==> src/rtl/riscv_pkg.sv <==
// Shared RISC-V definitions for the load/store unit: funct3 encodings, MMIO map,
// FSM state type and funct3 legality/alignment helpers.
package riscv_pkg;

   localparam logic [2:0] F3_BYTE   = 3'b000;
   localparam logic [2:0] F3_HALF   = 3'b001;
   localparam logic [2:0] F3_WORD   = 3'b010;
   localparam logic [2:0] F3_DOUBLE = 3'b011;
   localparam logic [2:0] F3_LBU    = 3'b100;
   localparam logic [2:0] F3_LHU    = 3'b101;
   localparam logic [2:0] F3_LWU    = 3'b110;

   localparam logic [31:0] MMIO_LED_ADDR = 32'hF000_0000;

   typedef enum logic [1:0] {
      LSU_IDLE,
      LSU_REQ,
      LSU_WAIT,
      LSU_DONE
   } lsu_state_t;

   // Stores only exist for the signed encodings; 64-bit-only forms need RV64.
   function automatic logic f3_legal(input logic [2:0] funct3, input logic we,
                                     input logic is_rv64);
      logic ok;
      case (funct3)
         F3_BYTE, F3_HALF, F3_WORD: ok = 1'b1;
         F3_DOUBLE:                 ok = is_rv64;
         F3_LBU, F3_LHU:            ok = !we;
         F3_LWU:                    ok = !we && is_rv64;
         default:                   ok = 1'b0;
      endcase
      return ok;
   endfunction

   function automatic logic f3_misaligned(input logic [2:0] funct3, input logic [2:0] addr_lo);
      logic bad;
      case (funct3[1:0])
         2'b01:   bad = addr_lo[0];
         2'b10:   bad = |addr_lo[1:0];
         2'b11:   bad = |addr_lo;
         default: bad = 1'b0;
      endcase
      return bad;
   endfunction

endpackage

==> src/rtl/load_store_unit_if.sv <==
// Memory-side request/response bus of the load/store unit.
interface load_store_unit_if #(
   parameter int XLEN = 32,
   parameter int ALEN = 32
);

   logic                mem_req;
   logic                mem_we;
   logic [ALEN-1:0]     mem_addr;
   logic [XLEN-1:0]     mem_wdata;
   logic [XLEN/8-1:0]   mem_be;
   logic                mem_gnt;
   logic                mem_rvalid;
   logic [XLEN-1:0]     mem_rdata;

   modport master (
      output mem_req, mem_we, mem_addr, mem_wdata, mem_be,
      input  mem_gnt, mem_rvalid, mem_rdata
   );

   modport slave (
      input  mem_req, mem_we, mem_addr, mem_wdata, mem_be,
      output mem_gnt, mem_rvalid, mem_rdata
   );

endinterface

==> src/rtl/lsu_lane_align.sv <==
// Byte-lane steering: byte enables and store shift toward memory, load shift and
// sign/zero extension back toward the pipeline.
module lsu_lane_align
   import riscv_pkg::*;
#(
   parameter int  XLEN = 32,
   localparam int NB   = XLEN / 8,
   localparam int OW   = $clog2(NB)
) (
   input  logic [2:0]      funct3_i,
   input  logic [OW-1:0]   offset_i,
   input  logic [XLEN-1:0] wdata_i,
   input  logic [XLEN-1:0] rdata_i,
   output logic [NB-1:0]   be_o,
   output logic [XLEN-1:0] wdata_o,
   output logic [XLEN-1:0] rdata_o
);

   logic [NB-1:0]   size_mask;
   logic [XLEN-1:0] rshift;

   always_comb begin
      case (funct3_i[1:0])
         2'b00:   size_mask = NB'(8'h01);
         2'b01:   size_mask = NB'(8'h03);
         2'b10:   size_mask = NB'(8'h0F);
         default: size_mask = NB'(8'hFF);
      endcase
      be_o    = size_mask << offset_i;
      wdata_o = wdata_i << {offset_i, 3'b000};
      rshift  = rdata_i >> {offset_i, 3'b000};

      case (funct3_i)
         F3_BYTE: rdata_o = XLEN'($signed(rshift[7:0]));
         F3_HALF: rdata_o = XLEN'($signed(rshift[15:0]));
         F3_WORD: rdata_o = XLEN'($signed(rshift[31:0]));
         F3_LBU:  rdata_o = XLEN'(rshift[7:0]);
         F3_LHU:  rdata_o = XLEN'(rshift[15:0]);
         F3_LWU:  rdata_o = XLEN'(rshift[31:0]);
         default: rdata_o = rshift;
      endcase
   end

endmodule

==> src/rtl/load_store_unit.sv <==
// MEM-stage load/store unit: decodes and checks a pipeline access, runs it on the
// memory bus through a four-state FSM and hosts a small MMIO LED register.
module load_store_unit
   import riscv_pkg::*;
#(
   parameter int              XLEN      = 32,
   parameter int              ALEN      = 32,
   parameter int              LED_WIDTH = 4,
   parameter logic [ALEN-1:0] LED_ADDR  = ALEN'(MMIO_LED_ADDR)
) (
   input  logic                 clk,
   input  logic                 rst,
   input  logic                 req_valid,
   input  logic                 req_we,
   input  logic [2:0]           req_funct3,
   input  logic [ALEN-1:0]      req_addr,
   input  logic [XLEN-1:0]      req_wdata,
   output logic                 stall,
   output logic                 rsp_valid,
   output logic [XLEN-1:0]      rsp_rdata,
   output logic                 access_err,
   load_store_unit_if.master    mem,
   output logic [LED_WIDTH-1:0] leds_out
);

   localparam int NB = XLEN / 8;
   localparam int OW = $clog2(NB);

   lsu_state_t           state_q, state_d;
   logic                 we_q;
   logic [2:0]           funct3_q;
   logic [OW-1:0]        offset_q;
   logic [ALEN-1:0]      addr_q;
   logic [XLEN-1:0]      wdata_q;
   logic [NB-1:0]        be_q;
   logic [XLEN-1:0]      rdata_q;
   logic [LED_WIDTH-1:0] leds_q;

   logic                 bad_req;
   logic                 is_mmio;
   logic                 accept;
   logic [2:0]           align_funct3;
   logic [OW-1:0]        align_offset;
   logic [NB-1:0]        align_be;
   logic [XLEN-1:0]      align_wdata;
   logic [XLEN-1:0]      align_rdata;

   assign bad_req = !f3_legal(req_funct3, req_we, XLEN == 64)
                  || f3_misaligned(req_funct3, req_addr[2:0]);
   assign is_mmio = (req_addr == LED_ADDR);
   assign accept  = (state_q == LSU_IDLE) && req_valid && !bad_req;

   // The store path is only needed in IDLE and the load path only in WAIT,
   // so one aligner serves both by switching between live and latched fields.
   assign align_funct3 = (state_q == LSU_IDLE) ? req_funct3 : funct3_q;
   assign align_offset = (state_q == LSU_IDLE) ? req_addr[OW-1:0] : offset_q;

   lsu_lane_align #(.XLEN(XLEN)) u_align (
      .funct3_i (align_funct3),
      .offset_i (align_offset),
      .wdata_i  (req_wdata),
      .rdata_i  (mem.mem_rdata),
      .be_o     (align_be),
      .wdata_o  (align_wdata),
      .rdata_o  (align_rdata)
   );

   always_comb begin
      // NOTE: next state defaults to current state first, so no branch leaves it unassigned and no latch is inferred.
      state_d = state_q;
      case (state_q)
         LSU_IDLE: if (accept)          state_d = is_mmio ? LSU_DONE : LSU_REQ;
         LSU_REQ:  if (mem.mem_gnt)     state_d = we_q ? LSU_DONE : LSU_WAIT;
         LSU_WAIT: if (mem.mem_rvalid)  state_d = LSU_DONE;
         LSU_DONE:                      state_d = LSU_IDLE;
         default:                       state_d = LSU_IDLE;
      endcase
   end

   // NOTE: non-blocking assignments so every register samples pre-edge values regardless of statement order.
   always_ff @(posedge clk) begin
      if (rst) begin
         state_q  <= LSU_IDLE;
         we_q     <= 1'b0;
         funct3_q <= '0;
         offset_q <= '0;
         addr_q   <= '0;
         wdata_q  <= '0;
         be_q     <= '0;
         rdata_q  <= '0;
         leds_q   <= '0;
      end else begin
         state_q <= state_d;
         if (accept && !is_mmio) begin
            we_q     <= req_we;
            funct3_q <= req_funct3;
            offset_q <= req_addr[OW-1:0];
            addr_q   <= {req_addr[ALEN-1:OW], {OW{1'b0}}};
            wdata_q  <= align_wdata;
            be_q     <= align_be;
         end
         if (accept && is_mmio) begin
            if (req_we) leds_q  <= req_wdata[LED_WIDTH-1:0];
            else        rdata_q <= XLEN'(leds_q);
         end
         if ((state_q == LSU_WAIT) && mem.mem_rvalid) rdata_q <= align_rdata;
      end
   end

   // Stall drops in DONE so the pipeline advances in the same cycle as rsp_valid.
   assign stall      = req_valid && (state_q != LSU_DONE) && !bad_req;
   assign access_err = req_valid && (state_q == LSU_IDLE) && bad_req;
   assign rsp_valid  = (state_q == LSU_DONE);
   assign rsp_rdata  = rdata_q;
   assign leds_out   = leds_q;

   assign mem.mem_req   = (state_q == LSU_REQ);
   assign mem.mem_we    = we_q;
   assign mem.mem_addr  = addr_q;
   assign mem.mem_wdata = wdata_q;
   assign mem.mem_be    = be_q;

endmodule

==> src/flat_wrapper.sv <==
// flat-port wrapper written by rule: the top's interface ports become plain ports
module load_store_unit_flat import riscv_pkg::*;
#(
   parameter int              XLEN      = 32,
   parameter int              ALEN      = 32,
   parameter int              LED_WIDTH = 4,
   parameter logic [ALEN-1:0] LED_ADDR  = ALEN'(MMIO_LED_ADDR)
)
  (clk, rst, req_valid, req_we, req_funct3, req_addr, req_wdata, stall, rsp_valid, rsp_rdata, access_err, leds_out, mem_mem_req, mem_mem_we, mem_mem_addr, mem_mem_wdata, mem_mem_be, mem_mem_gnt, mem_mem_rvalid, mem_mem_rdata);
  load_store_unit_if #(.XLEN(XLEN), .ALEN(ALEN)) mem_i ();
  input  logic clk;
  input  logic rst;
  input  logic req_valid;
  input  logic req_we;
  input  logic [2:0] req_funct3;
  input  logic [ALEN-1:0] req_addr;
  input  logic [XLEN-1:0] req_wdata;
  output logic stall;
  output logic rsp_valid;
  output logic [XLEN-1:0] rsp_rdata;
  output logic access_err;
  output logic [LED_WIDTH-1:0] leds_out;
  output wire logic [$bits(mem_i.mem_req)-1:0] mem_mem_req;
  output wire logic [$bits(mem_i.mem_we)-1:0] mem_mem_we;
  output wire logic [$bits(mem_i.mem_addr)-1:0] mem_mem_addr;
  output wire logic [$bits(mem_i.mem_wdata)-1:0] mem_mem_wdata;
  output wire logic [$bits(mem_i.mem_be)-1:0] mem_mem_be;
  input wire logic [$bits(mem_i.mem_gnt)-1:0] mem_mem_gnt;
  input wire logic [$bits(mem_i.mem_rvalid)-1:0] mem_mem_rvalid;
  input wire logic [$bits(mem_i.mem_rdata)-1:0] mem_mem_rdata;
  assign mem_mem_req = mem_i.mem_req;
  assign mem_mem_we = mem_i.mem_we;
  assign mem_mem_addr = mem_i.mem_addr;
  assign mem_mem_wdata = mem_i.mem_wdata;
  assign mem_mem_be = mem_i.mem_be;
  assign mem_i.mem_gnt = mem_mem_gnt;
  assign mem_i.mem_rvalid = mem_mem_rvalid;
  assign mem_i.mem_rdata = mem_mem_rdata;
  load_store_unit #(.XLEN(XLEN), .ALEN(ALEN), .LED_WIDTH(LED_WIDTH), .LED_ADDR(LED_ADDR)) u_core (.clk(clk), .rst(rst), .req_valid(req_valid), .req_we(req_we), .req_funct3(req_funct3), .req_addr(req_addr), .req_wdata(req_wdata), .stall(stall), .rsp_valid(rsp_valid), .rsp_rdata(rsp_rdata), .access_err(access_err), .mem(mem_i), .leds_out(leds_out));
endmodule
==> config.mk <==
export PLATFORM = sky130hd
export DESIGN_NAME = load_store_unit_flat
export DESIGN_NICKNAME = d
export VERILOG_FILES = /design/src/rtl/riscv_pkg.sv /design/src/rtl/load_store_unit_if.sv /design/src/rtl/lsu_lane_align.sv /design/src/rtl/load_store_unit.sv /design/src/flat_wrapper.sv
export SDC_FILE = /design/constraint.sdc
export NUM_CORES = 1
export LEC_CHECK = 0
export BUFFER_PORTS_ARGS = -buffer_cell sky130_fd_sc_hd__buf_4
export CAP_MARGIN = 20
export CORE_ASPECT_RATIO = 1.4
export CORE_MARGIN = 5
export CORE_UTILIZATION = 25
export DETAILED_ROUTE_END_ITERATION = 12
export HOLD_SLACK_MARGIN = 0.15
export PLACE_DENSITY_LB_ADDON = 0.3
export SETUP_SLACK_MARGIN = 0.3
export SLEW_MARGIN = 5
export SYNTH_ARGS = -nofsm -noshare
export SYNTH_HDL_FRONTEND = slang
export SYNTH_SLANG_ARGS = --single-unit
export TNS_END_PERCENT = 100
==> constraint.sdc <==
create_clock -name clk -period 3.1 [get_ports clk]
set_clock_uncertainty 0.05 [all_clocks]
set_input_delay 0.465 -clock clk [delete_from_list [all_inputs] [get_ports clk]]
set_output_delay 0.465 -clock clk [all_outputs]
set_load 0.05 [all_outputs]
# --- Word level (Yosys, flattened, before mapping) ---
# Cells that the tools add are included.
classes:
  n_reduce_logical: 25
  n_shift: 3
  n_mux: 15
  eq_ne: 20
ops:
  columns: ["op", "n"]
  rows:
  - ["32-bit case mux with 4 select lines", 1]
  - ["32-bit two-way mux", 3]
  - ["32-bit equality test, second input constant", 1]
  - ["32-bit by 5-bit << shifter with 32-bit output", 1]
  - ["32-bit by 5-bit right shift with 32-bit output", 1]
  - ["3-bit equality test, second input constant", 4]
  - ["2-bit two-way mux", 5]
  - ["2-bit equality test, second input constant", 4]
  - ["1-bit logical AND", 8]
  - ["2-bit case mux with 4 select lines", 1]
  - ["4-bit case mux with 2 select lines", 1]
  - ["2-bit by 1-bit equality test with 1-bit output, second input constant", 3]
  - ["3-bit by 1-bit equality test with 1-bit output, second input constant", 2]
  - ["3-bit logical NOT", 2]
  - ["2-bit by 1-bit != test with 1-bit output, second input constant", 3]
  - ["3-bit OR reduction", 2]
  - ["1-bit logical NOT", 4]
  - ["2-bit logical NOT", 2]
  - ["2-bit != test, second input constant", 2]
  - ["2-bit AND reduction", 2]
  - ["2-bit OR reduction", 2]
  - ["4-bit by 2-bit << shifter with 4-bit output", 1]
  - ["3-bit by 2-bit equality test with 1-bit output, second input constant", 1]
  - ["3-bit two-way mux", 1]
  - ["6 further kinds", 6]
totals:
  output_inout_bits: 109
  inputBits: 105
  reg_bits: 110
  elab_cells: 72

# --- Longest topological paths before layout ---
# Gate-level depths: netlist of the first run.
depth:
  word_depth: 10
  mapped_depth: 10
  depth_no_buf: 7

# --- Cells and area by module ---
# Synthesis of the first run repeated with hierarchy kept, for this count alone.
unflattened:
  cells_unflattened: 650
  hier_area_um2: 5694.2
modules_own_cells:
  columns: ["mod", "n_inst", "area_each_um2", "seq_area_each_um2", "cells_per_inst"]
  rows:
  - ["load_store_unit", 1, 4231.6, 2202.1, 442]
  - ["lsu_lane_align", 1, 1462.7, 0.0, 208]

# --- Worst setup path after synthesis of the first run ---
# No wires, ideal clock.
synth_timing:
  path_kind: "register -> output"
  start: "reg u_core.state_q[0]"
  end: "out access_err"
  path_stages_with_launch: 6
  path_slack_ns: 0.638
  required_ns: 2.585
  arrival_ns: 1.947
  cell_sequence: "dfxtp_1 -> inv_1 -> ha_1 -> buf_2 -> nand2_1 -> nor3_1"
synth_via:
  elab_chain_len: 3
synth_lines:
  columns: ["item", "line_no", "source"]
  rows:
  - ["from (decl)", "load_store_unit.sv:29", "lsu_state_t state_q, state_d;"]
  - ["from (signal assigned)", "load_store_unit.sv:93", "state_q <= state_d;"]
  - ["2-bit logical NOT", "load_store_unit.sv:112", "assign access_err = req_valid && (state_q == LSU_IDLE) && bad_req;"]
  - ["1-bit logical AND (2 in a row)", "load_store_unit.sv:112", null]
  - ["to (decl)", "flat_wrapper.sv:21", "output logic access_err;"]
# Every way passes these cells.

# --- Final worst setup path of the first run ---
# Ends and elaborated chain as after synthesis.

==> run metrics, run 1 <==
sequential share of the synthesized area 0.416; Final Hold Viols 0; logic gate share of total power 0.445; fraction of layout cells with a size suffix above 1 0.307; most common cell in the netlist nand2_1; # DRC 0; clk_lat worst skew 0.35 ns; CTS tree built; Die ar. 0.0242 mm2; gpl congestion about 0.79; Async SR Flop Fraction 0; vias in the first global route around 5.5k; global-route wire length before repair 31200 um; Max-cap violations 0; clk sinks 110; kind of end point of the critical path primary output; DRT Pass-1 Iters 7; grt total ovfl 0; Reg2Reg Depth 7; Max Fclk 408 MHz; I/O Buffers between 200 and 250; num rows 63; # H-tree levels 3; Core ar. 0.0210 mm2; synthesized instance count around 670; top cells by count, synth nand2_1 (172), dfxtp_1 (110), a21oi_1 (80), nand3_1 (45), mux2i_1 (28); fin nets 964; post-DP HPWL 15300 um; status completed; CTS max path bufs 2; worst hold path startpoint mem_mem_rdata[30]; Fillers 2232; GRT Resource Usage Total 0.164; Post-synth EDFFs 0; register bit total from synthesis 110; routed vias roughly 5.6k; Slew @ Worst Pin 0.689 ns; Num CTS Buffers 9; initial antenna violation count 0; post-layout util 0.354; area share of the largest cell type after synthesis 0.416; cell taking the most area after synthesis dfxtp_1; Psw 2.14 mW; DRT iter0 DRCs 249; Min Clock Period, post-route approximately 2.4 ns; Flop pwr share 0.328; type of origin of the critical path flop; WL/cell 18.2 um; Hold Path End u_core.rsp_rdata[30]; CTS root buf clkbuf_16; internal power 2.91 mW; n_diodes 0; Unique masters post-synth 52; Ys Warns 0; Mapped Area 0.00530 mm2; area grow syn2layout 40.5%; top_reg_cell synth dfxtp_1; I/O pin count 214; Synth area leaders dfxtp_1 (42%), nand2_1 (12%), a21oi_1 (7.6%); flop2flop setup slack between 0.6 and 0.7 ns; Resized cells post-CTS 0; clock share of power 0.227; Clock Pin Slew Worst Setup and Hold Paths 0.08 ns; relative slew slack 0.541; Pins Over Slew Limit 0; HP Class input pin to flop; worst endpoint data arrival time 1.93 ns; reg2reg start u_core.state_q[0]; CP Max Fanout 17; Fin Setup TNS 0 ns; die width 133 um; unrepaired setup endpoints after global routing false; Hold-fix buffers, CTS 0; die height between 150 and 200 um; pwr dens 679 mW/mm2; DR vias/cell roughly 5; hold depth 3; final setup fails 0; Static Leak ~3.3 nW; total routed wirelength 20400 um; pin count of the biggest net entering global routing 62; Setup CP Type flop to primary output; Max VDD drop about 0.28 mV; Worst R2R End u_core.mem.mem_wdata[12]; Initial Utilization 0.252; Tcrit/Tclk final 0.790; Sw Ratio 0.424; Data required, critical path 2.58 ns; post-route ant nets 0; syn_area_per_cell between 7 and 8 um2; post-CTS setup buffers 0
[power by group through the flow]
stage	Clock (mW)	Combinational [mW]	Sequential, mW
floorplan	0	1.07	2.13
global route	1.24	2.45	1.68
global placement	0	2.25	1.69
finish	1.15	2.25	1.66
CTS	1.19	2.26	1.66
detailed placement	0	2.26	1.69
[state kept, by name, summed over array words and instances (netlist names)]
name	flops
u_core.mem.mem_wdata	32
u_core.rsp_rdata	32
u_core.mem.mem_addr	30
u_core.leds_out	4
u_core.mem.mem_be	4
u_core.funct3_q	3
u_core.offset_q	2
u_core.state_q	2
u_core.mem.mem_we	1
[cell families after synthesis]
group	after synthesis	synth area share
other cells	1	0.000708
mux	33	0.0645
simple gates	301	0.260
flops	110	0.416
buf+inv	61	0.0555
fa+ha+maj	4	0.00945
compound gates	156	0.194
[worst max-delay path by stage]
stage                            startpoint                      to  slack, ns  cells past startpoint
after floorplan           u_core.state_q[0]              access_err       0.64                      5
after CTS                 u_core.state_q[0]              access_err       0.34                      5
after global placement         req_addr[13]  u_core.mem.mem_addr[7]       0.36                      8
after detailed placement       req_addr[13]  u_core.mem.mem_addr[5]       0.40                      8
after global routing      u_core.state_q[0]    u_core.rsp_rdata[12]       0.45                      9
final                     u_core.state_q[0]              access_err       0.65                      5
[critical path: stages, from the launching register on]
cell and delay, ns:
dfxtp_1 0.33, inv_1 0.12, ha_2 0.43, nand2_1 0.14, nor3_1 0.28, buf_4 0.26
[per-layer routing]
metal  global-route usage  wire (um)  vias to the layer above
li1                     -          -                     2737
met1                0.196       8380                     2614
met2                0.278      10100                      207
met3               0.0336       1090                       36
met4               0.0803        818                        0
met5                    0          0                        -
[through the flow]
stage               hold slack, ns  setup WS (ns)  area [um2]  power, mW  instances
floorplan                    0.394          0.638        5300       3.20        667
global placement             0.392          0.360        7150       3.94       1103
detailed placement           0.396          0.398        7150       3.95       1103
CTS                          0.284          0.343        7430       5.11       1119
global route                 0.296          0.455        7450       5.37       1120
finish                       0.300          0.650        7450       5.06       1120
[layout make-up]
type | instances | area (um2) | share of cell area
clock buffer | 10 | 229 | 0.0308
sequential | 110 | 2200 | 0.296
clock inverter | 6 | 53.8 | 0.00723
timing repair buffer | 233 | 1770 | 0.238
inverter | 5 | 18.8 | 0.00252
tap | 260 | 325 | 0.0437
multi-input combinational | 496 | 2850 | 0.382
[layout by cell type (no fill, tap or decap), types with 13 or more instances in the layout]
cell | synthesis | final
a21oi_1 | 80 | 78
nand3_1 | 45 | 45
nor2_1 | 26 | 26
nand2_1 | 172 | 172
buf_4 | 3 | 231
a32oi_1 | 17 | 17
nor3_1 | 15 | 15
a211oi_1 | 13 | 13
dfxtp_1 | 110 | 110
mux2i_1 | 28 | 28
No activity file was read; power rests on OpenSTA's default activity.
==> run 2, diff against run 1 <==
Settings changed: ABC_AREA set to 1.
Clock period 3.1 ns to 2 ns, I/O delays scaled along.
==> run metrics, run 2 <==
global-route wire length before repair 36300 um; DP Area 0.00787 mm2; worst endpoint data arrival time around 2.1 ns; area grow syn2layout 70.2%; initial antenna violation count 2; commonest non-fill, non-tap cells in the layout buf_4 (231), nand2_1 (172), nor2_1 (119), dfxtp_1 (108), nand3_1 (74); fraction of layout cells with a size suffix above 1 0.386; Async SR Flop Fraction 0; Layout Cells excl Fill 1469; num rows 66; area share of the largest cell type after synthesis 0.379; syn_area_per_cell 6.57 um2; Tot Pwr 11.7 mW; Static Leak 4.47 nW; CP Max Fanout 6; Initial Utilization 0.252; CTS tree built; GR Util met2 0.308; I/O pin count 214; type of origin of the critical path flop; flop2flop setup slack between 0.15 and 0.2 ns; total routed wirelength 25800 um; Ys Warns 0; clk sinks 110; sequential share of the synthesized area 0.379; Core ar. roughly 0.023 mm2; DRT iter0 DRCs ~380; Setup CP Type flop to flop; Inst Count DP 1369; commonest non-fill, non-tap cell in the layout buf_4; cell taking the most area after synthesis dfxtp_1; HP Class input pin to flop; post-DP HPWL 16400 um; die width 139 um; top_reg_cell synth dfxtp_1; Finished Cell Area 0.00988 mm2; CP dominant cell by count nand2_2; Post-synth EDFFs 0; Fillers 2372; Max Fclk 549 MHz; most common cell in the netlist nand2_1; critical path cell sequence inv_2 -> ha_4 -> buf_12 -> nand2_8 -> nand2_8 -> nand2_2 -> nand2_2 -> nand3_2 -> nand3_4 -> buf_12 -> nand2_2 -> a21oi_1; final setup fails 0; Pins Over Slew Limit 0; Psw 5.41 mW; die height 190 um; Fin Setup TNS 0 ns; internal power 6.29 mW; fin nets 1265; Data required, critical path between 2 and 2.5 ns; Mapped Area approximately 0.0058 mm2; Max VDD drop 0.569 mV; clk_lat worst skew 0.36 ns; DRT Pass-1 Iters 5; pwr dens 1180 mW/mm2; Max-cap violations 0; logic gate share of total power 0.607; DR vias/cell roughly 4.8; clock share of power 0.158; top cells by count, synth nand2_1 (194), nor2_1 (135), dfxtp_1 (110), nand3_1 (89), o21ai_0 (85); synthesized instance count 883; unrepaired setup endpoints after global routing true; vias in the first global route 6586; CTS root buf clkbuf_16; WL/cell ~18 um; Sw Ratio 0.462; Synth area leaders dfxtp_1 (38%), nand2_1 (13%), nor2_1 (8.7%); status completed; register bit total from synthesis 110; Die ar. roughly 0.026 mm2; Flop pwr share 0.235; Clock Pin Slew Worst Setup and Hold Paths 0.08 ns; post-layout util 0.429; gpl congestion 0.874; grt total ovfl 0; I/O Buffers 211; Tcrit/Tclk final 0.910; busiest metal layer after global routing met2; met1 global-route usage 0.198; CTS max path bufs 2; Final Hold Viols 0; slowest CP cell dfxtp_2; M3 GR Usage 0.0369; Min Clock Period, post-route 1.82 ns; pin count of the biggest net entering global routing between 50 and 60; Num CTS Buffers 9; # DRC 0; Crit path largest cell delay 0.33 ns; routed vias slightly above 7k; # H-tree levels 3; kind of end point of the critical path flop; Unique masters post-synth 28; GRT Resource Usage Total 0.172; post-route ant nets 0
run 2: area by class of cell:
class / instances / area [um2] / share of cell area
antenna: 2 / 5.00 / 0.000506
clock buffer: 10 / 229 / 0.0232
clock inverter: 6 / 60.1 / 0.00608
timing repair buffer: 321 / 3190 / 0.323
inverter: 59 / 233 / 0.0236
tap: 306 / 383 / 0.0387
multi-input combinational: 655 / 3580 / 0.362
sequential: 110 / 2200 / 0.223
run 2: path summary, 6_finish.rpt:
path                                 start  cells after the start                        to
setup reg to reg         u_core.state_q[0]                     12      u_core.rsp_rdata[19]
hold / removal                req_addr[31]                      3   u_core.mem.mem_addr[31]
hold reg to reg   u_core.mem.mem_wdata[31]                      2  u_core.mem.mem_wdata[31]
setup / recovery         u_core.state_q[0]                     12      u_core.rsp_rdata[19]
run 2: kinds of logic (layout without fill, tap and decap cells):
| family | after synthesis | after routing | share of synthesized area |
|---|---|---|---|
| buf+inv | 120 | 396 | 0.0946 |
| compound gates | 193 | 193 | 0.178 |
| fa+ha+maj | 4 | 4 | 0.00862 |
| flops | 110 | 110 | 0.379 |
| other cells | 1 | 4 | 0.000646 |
| simple gates | 455 | 456 | 0.339 |
run 2: timing repair:
item / CTS / global route
gates resized for setup: 41 / 139
pin swaps: 18 / 65
hold buffers: 34 / 0
buffers inserted: 17 / 6
cloned: 4 / 21
setup endpoints to repair: 102 / 104
hold endpoints to repair: 34 / 0
run 2: per-stage QoR:
step	hold WS (ns)	worst slack [ns]
floorplan	0.385	0.247
global placement	0.404	0.0381
detailed placement	0.406	-0.00702
CTS	0.161	0.213
global route	0.180	0.0585
finish	0.177	0.180
run 2: worst max-delay path: cells and delay by family (launching register included):
family / cells / cell delay (ns)
adder cells (fa/ha/maj): 1 / 0.22
AO/OA/AOI/OAI: 1 / 0.14
buffers and inverters: 3 / 0.37
flip-flops: 1 / 0.33
AND/OR/NAND/NOR: 7 / 0.64
run 2: routing by layer:
metal,vias to the layer above,routed length [um]
li1,3431,-
met1,3298,9740
met2,263,13800
met3,53,1420
met4,0,843
met5,-,0
run 2: power groups by stage:
stage	Combinational, mW	Clock, mW	Sequential, mW
2_1_floorplan	2.53	0	3.83
3_3_place_gp	5.21	0	2.77
3_5_place_dp	5.21	0	2.77
4_1_cts	5.98	1.90	2.73
5_1_grt	7.57	1.99	2.79
6_report	7.10	1.84	2.75
